File: src/rtl/poly_mult_array_ctrl_pkg.sv
// Shared definitions for the systolic polynomial-multiplier sequencer:
// FSM state encoding, a constant clog2 helper and derived width helpers.
package poly_mult_pkg;

  // FSM state encoding
  localparam logic [2:0] ST_IDLE   = 3'd0;
  localparam logic [2:0] ST_LOAD_B = 3'd1;
  localparam logic [2:0] ST_PRIME  = 3'd2;
  localparam logic [2:0] ST_RUN    = 3'd3;
  localparam logic [2:0] ST_DONE   = 3'd4;

  // Ceiling log2, never less than 1 so that every derived bus has a bit
  function automatic int clog2(input int v);
    int r;
    r = 0;
    for (int i = 0; i < 31; i++) begin
      if ((1 << i) < v) r = i + 1;
    end
    return (r < 1) ? 1 : r;
  endfunction

  // Coefficient index width
  function automatic int idxw(input int m);
    return clog2(m);
  endfunction

  // Product coefficient index width (2M-1 coefficients)
  function automatic int resw(input int m);
    return clog2(2 * m - 1);
  endfunction

  // Step counter width: must hold 0 .. 2M-2+LAT
  function automatic int stepw(input int m, input int lat);
    return clog2(2 * m - 1 + lat);
  endfunction

endpackage

File: src/rtl/poly_mult_array_ctrl_if.sv
// Bundle of sequencer signals toward the coefficient RAMs, the PE array and
// the result sink. The controller uses the master modport; the environment
// (RAMs, array, sink or a bench) uses the slave modport.
//
// Result handshake: the diag output holds coefficient res_idx whenever
// res_valid is high; it transfers on a rising clk edge where res_valid and
// res_ready are both high. While res_valid=1 and res_ready=0, res_valid,
// res_idx and the array contents stay stable until the sink accepts.
interface poly_mult_array_ctrl_if #(
  parameter int M   = 4,
  parameter int LAT = 4
);
  import poly_mult_pkg::*;

  localparam int IDXW = idxw(M);
  localparam int RESW = resw(M);

  logic            start;
  logic            busy;
  logic            done;
  logic            b_rd_en;
  logic [IDXW-1:0] b_rd_addr;
  logic            vert_load;
  logic [IDXW-1:0] vert_sel;
  logic            a_rd_en;
  logic [IDXW-1:0] a_rd_addr;
  logic            arr_clr;
  logic            array_en;
  logic            horz_zero;
  logic            res_valid;
  logic [RESW-1:0] res_idx;
  logic            res_ready;
  logic [2:0]      dbg_state;

  modport master (
    input  start, res_ready,
    output busy, done, b_rd_en, b_rd_addr, vert_load, vert_sel,
           a_rd_en, a_rd_addr, arr_clr, array_en, horz_zero,
           res_valid, res_idx, dbg_state
  );

  modport slave (
    output start, res_ready,
    input  busy, done, b_rd_en, b_rd_addr, vert_load, vert_sel,
           a_rd_en, a_rd_addr, arr_clr, array_en, horz_zero,
           res_valid, res_idx, dbg_state
  );

endinterface

File: src/rtl/poly_mult_array_ctrl_step_counter.sv
// Up-counter with synchronous clear (priority over enable) and a flag that
// is high while the count equals the supplied terminal value.
module poly_mult_step_counter #(
  parameter int W = 4
) (
  input  logic         clk,
  input  logic         rst,
  input  logic         clr_i,
  input  logic         en_i,
  input  logic [W-1:0] last_i,
  output logic [W-1:0] cnt_o,
  output logic         tc_o
);

  logic [W-1:0] cnt_q, cnt_d;

  // Next count: clear wins, otherwise increment when enabled
  always_comb begin
    cnt_d = cnt_q;
    if (clr_i)     cnt_d = '0;
    else if (en_i) cnt_d = cnt_q + 1'b1;
  end

  // Count register
  always_ff @(posedge clk or posedge rst) begin
    if (rst) cnt_q <= '0;
    else     cnt_q <= cnt_d;
  end

  assign cnt_o = cnt_q;
  assign tc_o  = (cnt_q == last_i);

endmodule

File: src/rtl/poly_mult_array_ctrl.sv
// Sequencer for an M-column systolic polynomial multiplier. Loads operand B
// into the stationary column registers, streams operand A followed by zero
// padding into the horizontal input, and tags the 2M-1 product coefficients
// leaving the diagonal output. All outputs decode from registered state so
// that an asynchronous reset clears them immediately.
module poly_mult_array_ctrl
  import poly_mult_pkg::*;
#(
  parameter int N   = 4,
  parameter int M   = 4,
  parameter int LAT = 4
) (
  input  logic                   clk,
  input  logic                   rst,
  poly_mult_array_ctrl_if.master bus
);

  localparam int IDXW  = idxw(M);
  localparam int RESW  = resw(M);
  localparam int STEPW = stepw(M, LAT);

  localparam logic [STEPW-1:0] K_LAST = STEPW'(M - 1);
  localparam logic [STEPW-1:0] S_LAST = STEPW'(2 * M - 2 + LAT);
  localparam logic [STEPW-1:0] M_S    = STEPW'(M);
  localparam logic [STEPW-1:0] LAT_S  = STEPW'(LAT);
  localparam logic [STEPW:0]   M_S1   = (STEPW + 1)'(M);

  // The last A read is issued before the first result appears only when
  // LAT >= M, which is what lets a stall freeze the array without losing
  // an in-flight RAM read.
  if (LAT < M) begin : g_bad_lat
    $error("poly_mult_array_ctrl: LAT must be >= M");
  end
  if (N < 1) begin : g_bad_n
    $error("poly_mult_array_ctrl: N must be >= 1");
  end

  logic [2:0]       state_q, state_d;
  logic [STEPW-1:0] k_cnt, s_cnt;
  logic [STEPW:0]   s_plus1;
  logic             k_tc, s_tc;
  logic             k_clr, k_en, s_clr, s_en;
  logic             in_run, stall, step;

  // Counter control: k walks LOAD_B, s walks RUN and freezes on a stall
  always_comb begin
    in_run  = (state_q == ST_RUN);
    stall   = in_run && (s_cnt >= LAT_S) && !bus.res_ready;
    step    = in_run && !stall;
    k_en    = (state_q == ST_LOAD_B);
    k_clr   = !k_en || k_tc;
    s_en    = step;
    s_clr   = !in_run || (step && s_tc);
    s_plus1 = {1'b0, s_cnt} + 1'b1;
  end

  poly_mult_step_counter #(.W(STEPW)) u_k_cnt (
    .clk    (clk),
    .rst    (rst),
    .clr_i  (k_clr),
    .en_i   (k_en),
    .last_i (K_LAST),
    .cnt_o  (k_cnt),
    .tc_o   (k_tc)
  );

  poly_mult_step_counter #(.W(STEPW)) u_s_cnt (
    .clk    (clk),
    .rst    (rst),
    .clr_i  (s_clr),
    .en_i   (s_en),
    .last_i (S_LAST),
    .cnt_o  (s_cnt),
    .tc_o   (s_tc)
  );

  // Next-state logic; start is only looked at in IDLE
  always_comb begin
    state_d = state_q;
    case (state_q)
      ST_IDLE:   if (bus.start) state_d = ST_LOAD_B;
      ST_LOAD_B: if (k_tc) state_d = ST_PRIME;
      ST_PRIME:  state_d = ST_RUN;
      ST_RUN:    if (step && s_tc) state_d = ST_DONE;
      ST_DONE:   state_d = ST_IDLE;
      default:   state_d = ST_IDLE;
    endcase
  end

  // State register
  always_ff @(posedge clk or posedge rst) begin
    if (rst) state_q <= ST_IDLE;
    else     state_q <= state_d;
  end

  // Output decode; B RAM data arrives one cycle after its read, so each
  // column latch trails its read by one cycle and the last lands in PRIME
  always_comb begin
    bus.busy      = 1'b0;
    bus.done      = 1'b0;
    bus.b_rd_en   = 1'b0;
    bus.b_rd_addr = '0;
    bus.vert_load = 1'b0;
    bus.vert_sel  = '0;
    bus.a_rd_en   = 1'b0;
    bus.a_rd_addr = '0;
    bus.arr_clr   = 1'b0;
    bus.array_en  = 1'b0;
    bus.horz_zero = 1'b0;
    bus.res_valid = 1'b0;
    bus.res_idx   = '0;
    case (state_q)
      ST_LOAD_B: begin
        bus.busy      = 1'b1;
        bus.b_rd_en   = 1'b1;
        bus.b_rd_addr = IDXW'(k_cnt);
        if (k_cnt != '0) begin
          bus.vert_load = 1'b1;
          bus.vert_sel  = IDXW'(k_cnt - 1'b1);
        end
      end
      ST_PRIME: begin
        bus.busy      = 1'b1;
        bus.vert_load = 1'b1;
        bus.vert_sel  = IDXW'(M - 1);
        bus.arr_clr   = 1'b1;
        bus.a_rd_en   = 1'b1;
      end
      ST_RUN: begin
        bus.busy      = 1'b1;
        bus.array_en  = !stall;
        bus.horz_zero = (s_cnt >= M_S);
        if (s_plus1 < M_S1) begin
          bus.a_rd_en   = 1'b1;
          bus.a_rd_addr = IDXW'(s_plus1);
        end
        if (s_cnt >= LAT_S) begin
          bus.res_valid = 1'b1;
          bus.res_idx   = RESW'(s_cnt - LAT_S);
        end
      end
      ST_DONE: begin
        bus.done = 1'b1;
      end
      default: begin
        bus.busy = 1'b0;
      end
    endcase
  end

  assign bus.dbg_state = state_q;

endmodule
File: src/flat_wrapper.sv
// flat-port wrapper written by rule: the top's interface ports become plain ports
module poly_mult_array_ctrl_flat import poly_mult_pkg::*;
#(
  parameter int N   = 4,
  parameter int M   = 4,
  parameter int LAT = 4
)
  (clk, rst, bus_start, bus_res_ready, bus_busy, bus_done, bus_b_rd_en, bus_b_rd_addr, bus_vert_load, bus_vert_sel, bus_a_rd_en, bus_a_rd_addr, bus_arr_clr, bus_array_en, bus_horz_zero, bus_res_valid, bus_res_idx, bus_dbg_state);
  poly_mult_array_ctrl_if #(.M(M), .LAT(LAT)) bus_i ();
  input  logic clk;
  input  logic rst;
  input wire logic [$bits(bus_i.start)-1:0] bus_start;
  input wire logic [$bits(bus_i.res_ready)-1:0] bus_res_ready;
  output wire logic [$bits(bus_i.busy)-1:0] bus_busy;
  output wire logic [$bits(bus_i.done)-1:0] bus_done;
  output wire logic [$bits(bus_i.b_rd_en)-1:0] bus_b_rd_en;
  output wire logic [$bits(bus_i.b_rd_addr)-1:0] bus_b_rd_addr;
  output wire logic [$bits(bus_i.vert_load)-1:0] bus_vert_load;
  output wire logic [$bits(bus_i.vert_sel)-1:0] bus_vert_sel;
  output wire logic [$bits(bus_i.a_rd_en)-1:0] bus_a_rd_en;
  output wire logic [$bits(bus_i.a_rd_addr)-1:0] bus_a_rd_addr;
  output wire logic [$bits(bus_i.arr_clr)-1:0] bus_arr_clr;
  output wire logic [$bits(bus_i.array_en)-1:0] bus_array_en;
  output wire logic [$bits(bus_i.horz_zero)-1:0] bus_horz_zero;
  output wire logic [$bits(bus_i.res_valid)-1:0] bus_res_valid;
  output wire logic [$bits(bus_i.res_idx)-1:0] bus_res_idx;
  output wire logic [$bits(bus_i.dbg_state)-1:0] bus_dbg_state;
  assign bus_i.start = bus_start;
  assign bus_i.res_ready = bus_res_ready;
  assign bus_busy = bus_i.busy;
  assign bus_done = bus_i.done;
  assign bus_b_rd_en = bus_i.b_rd_en;
  assign bus_b_rd_addr = bus_i.b_rd_addr;
  assign bus_vert_load = bus_i.vert_load;
  assign bus_vert_sel = bus_i.vert_sel;
  assign bus_a_rd_en = bus_i.a_rd_en;
  assign bus_a_rd_addr = bus_i.a_rd_addr;
  assign bus_arr_clr = bus_i.arr_clr;
  assign bus_array_en = bus_i.array_en;
  assign bus_horz_zero = bus_i.horz_zero;
  assign bus_res_valid = bus_i.res_valid;
  assign bus_res_idx = bus_i.res_idx;
  assign bus_dbg_state = bus_i.dbg_state;
  poly_mult_array_ctrl #(.N(N), .M(M), .LAT(LAT)) u_core (.clk(clk), .rst(rst), .bus(bus_i));
endmodule
File: config.mk
export PLATFORM = sky130hd
export DESIGN_NAME = poly_mult_array_ctrl_flat
export DESIGN_NICKNAME = d
export VERILOG_FILES = /design/src/rtl/poly_mult_array_ctrl_pkg.sv /design/src/rtl/poly_mult_array_ctrl_if.sv /design/src/rtl/poly_mult_array_ctrl_step_counter.sv /design/src/rtl/poly_mult_array_ctrl.sv /design/src/flat_wrapper.sv
export SDC_FILE = /design/constraint.sdc
export NUM_CORES = 1
export LEC_CHECK = 0
export CAP_MARGIN = 10
export CORE_UTILIZATION = 50
export CTS_BUF_LIST = sky130_fd_sc_hd__clkbuf_8
export CTS_CLUSTER_SIZE = 24
export DETAILED_ROUTE_END_ITERATION = 10
export HOLD_SLACK_MARGIN = 0.03
export MAX_ROUTING_LAYER = met4
export PLACE_DENSITY = 0.93
export SLEW_MARGIN = 30
export SYNTH_ARGS = -nofsm -noshare
export SYNTH_HDL_FRONTEND = slang
export SYNTH_SLANG_ARGS = --single-unit
File: constraint.sdc
create_clock -name clk -period 4.8 [get_ports clk]
set_clock_uncertainty 0.1 [all_clocks]
set_input_delay 0.96 -clock clk [delete_from_list [all_inputs] [get_ports clk]]
set_output_delay 0.96 -clock clk [all_outputs]
set_load 0.03 [all_outputs]
==> qor.csv <==
stage;metric;value;unit
run_status;status;finished clean;
clock_network;htreeDepth;1;
layout;final_cell_mix;24 x clkdlybuf4s50_1, 14 x nor2_1, 11 x dfrtp_1;
synth;synth-seq-cells;11;
power;power-per-cell-area;673.9;mW/mm^2
die;dieArea;0.001679;sq mm
synth;synth-main-ff-cell;dfrtp_1;
critical_path;required;3.74;ns
clock_network;cts_buffer_depth;2;
routing;firstDrtPassIters;4;
clock_network;cts_root_buffer;clkbuf_8;
power;p_int;357.2;uW
routing;drt_iter0_drc;14;
critical_path;setup.worst_path.end_class;output port;
routing;postRouteAntennaNets;0;
synth;synth_edf_count;0;
routing;wl;1789;um
critical_path;reg2reg_depth;3;
placement;hpwl;1361;um
clock_network;cts_tree;built;
critical_path;reg2reg_to;u_core.bus.dbg_state[1]$_DFFE_PP0P_;
timing;clock.fmax;0.2763;GHz
timing;setup_tns;0;ns
layout;diodes;0;
critical_path;cp_slowest_cell;clkdlybuf4s50_1;
synth;yosysSeqAreaShare;36.24;%
timing;fin_crit;3.619;ns
die;rows;13;
die;core_area;0.001350;sq mm
global_route;use_met3;6.522;%
synth;syn_avg_cell_area;8.630;sq um
routing;drc_errors;0;
global_route;busiest_layer;met2;
synth;async_flop_share;100.0;%
power;power_leakage;0.0004488;uW
timing;worst_slew_pin_slew;0.4242;ns
power;pwr-share-comb;63.6;%
global_route;grt_overflow;0;
timing;final_hold_viol_count;0;
clock_network;numCtsBuffers;3;
layout;nFillCells;87;
worst_hold_path;worstHoldStart;u_core.u_k_cnt.cnt_o[0]$_DFFE_PP0P_;
routing;vias;704;
clock_network;cts-resized-gates;0;
layout;syn_to_final_growth;35.75;%
worst_hold_path;hold_end;u_core.u_k_cnt.cnt_o[0]$_DFFE_PP0P_;
layout;nNetsFinal;121;
timing;period_share;75.39;%
power;ir_drop;0.0003866;V
job;cap_violations;0;
global_route;grt_pass1_wl;2711;um
placement;gp_congestion;0.8078;
critical_path;crit_arrival;2.56;ns
global_route;grt_max_degree;12;
global_route;met2_usage;42.19;%
critical_path;r2r-start;u_core.bus.dbg_state[0]$_DFFE_PP0P_;
global_route;grt_pass1_vias;608;
synth;yosys_warnings;0;
clock_network;cts_hold_buffers;0;
routing;wl_per_cell;14.09;um
clock_network;cts_setup_buffers;0;
power;switchingPower;337.6;uW
layout;drive_gt1_share;5.357;%
critical_path;crit_path_start_kind;primary input;
critical_path;rrSetupSlack;3.15;ns
worst_hold_path;hold_path_class;reg -> reg;
clock_network;clock_latency;0.24;ns
synth;ys_types;33;
placement;dpl-instance-area;984.7;sq um
routing;vias_per_cell;5.543;
clock_network;clkSinkCount;11;
power;p_sw_share;48.59;%
synth;synth_nets;96;
global_route;track_usage;26.62;%
critical_path;max_stage_delay;0.68;ns
critical_path;critPathMostFrequentCell;clkdlybuf4s50_1;
clock_network;path_clk_slew;0.05;ns
placement;numPortBuffers;24;
die;die_y;40.98;um
worst_hold_path;hold_depth;1;
global_route;grtUsageMet1;32.53;%
power;p_seq_share;22.9;%
critical_path;critPathKind;in -> out;
power;power_frac_clock;13.4;%
die;die_w;40.98;um
synth;syn_area;759.5;sq um
timing;slew_violations;0;
critical_path;crit_path_max_fanout;7;
timing;rsz0062_at_grt;no;
layout;mostFrequentLayoutCell;clkdlybuf4s50_1;
die;io_pins;25;
die;start_util;56.26;%
global_route;grt_antenna_before_repair;0;
timing;setup_violations;0;
synth;syn_inst;88;
timing;maxSlewHeadroom;71.69;%
layout;fin_area;0.001031;sq mm
critical_path;cp_cell_sequence;clkdlybuf4s50_1 > o21ba_2 > nor2_1 > clkdlybuf4s50_1;
[routing by layer]
metal	wire length (um)	vias to the layer above
met5	0	-
met4	18	0
met3	99	4
met2	890	26
met1	781	321
li1	-	353
[critical path, delay by kind of cell]
family,cells,cell delay (ns)
buffers and inverters,2,1.27
and+or+nand+nor,1,0.10
AOI/OAI and AO/OA,1,0.23
[Yosys cell counts, types with 2 or more instances]
master	number	area [sq um]
ha_1	4	50.05
nand2b_1	5	31.28
o21ai_0	2	10.01
o21a_1	2	15.01
dfrtp_1	11	275.3
a311oi_1	2	17.52
buf_6	2	22.52
nand3b_1	3	22.52
inv_1	8	30.03
nor2_1	14	52.55
and2_1	3	18.77
nand3_1	4	20.02
nor3_1	3	15.01
xnor2_1	2	17.52
o31ai_1	2	15.01
a21oi_1	2	10.01
nor2b_1	2	12.51
nand2_1	2	7.510
[sequential cells by signal, summed over array words and instances (netlist names)]
name,count
u_core.u_k_cnt.cnt_o,4
u_core.bus.dbg_state,3
u_core.u_s_cnt.cnt_o,4
[final cells by class]
class                   count  area [sq um]  area share, %
clock buffers               3         41.29          4.005
repair buffers             24         240.2          23.30
clock inverters             1         5.005         0.4854
flip-flops and latches     11         275.3          26.70
inverters                   8         30.03          2.913
well taps                  15         18.77          1.820
multi-input cells          65         420.4          40.78
[cells by family (layout without fill, tap and decap cells)]
family / count (synthesis) / in the layout / synth area share (%)
AOI/OAI and AO/OA: 17 / 17 / 16.48
xor gates and xnor gates: 3 / 3 / 3.460
adders and majority gates: 4 / 4 / 6.590
buffers and inverters: 12 / 36 / 8.402
DFF: 11 / 11 / 36.24
and+or+nand+nor: 41 / 41 / 28.83
[power groups by stage]
stage,Sequential (uW),Clock (uW),Combinational [uW]
after floorplan,146,0,305
after global placement,157,0,431
after detailed placement,159,0,441
after CTS,158,95.5,443
after global routing,162,102,475
final,159,93.4,442
[per-stage QoR]
step / utilization, % / worst slack (ns) / power, uW / hold slack [ns] / std cells
after floorplan: - / 1.545 / 450.6 / 0.3527 / 88
after global placement: 72.94 / 1.209 / 587.4 / 0.3757 / 123
after detailed placement: 72.94 / 1.208 / 599.9 / 0.3985 / 123
after CTS: 76.37 / 1.204 / 696.4 / 0.4055 / 127
after global routing: 76.37 / 1.160 / 738.7 / 0.4371 / 127
final: 76.37 / 1.181 / 694.8 / 0.4192 / 127
[worst max-delay path by stage]
stage,to,startpoint
global placement,bus_array_en,bus_res_ready
detailed placement,bus_array_en,bus_res_ready
floorplan,bus_vert_sel[1],u_core.bus.dbg_state[0]$_DFFE_PP0P_
finish,bus_array_en,bus_res_ready
global route,bus_array_en,bus_res_ready
CTS,bus_array_en,bus_res_ready
(Power assumes the default switching activity.)
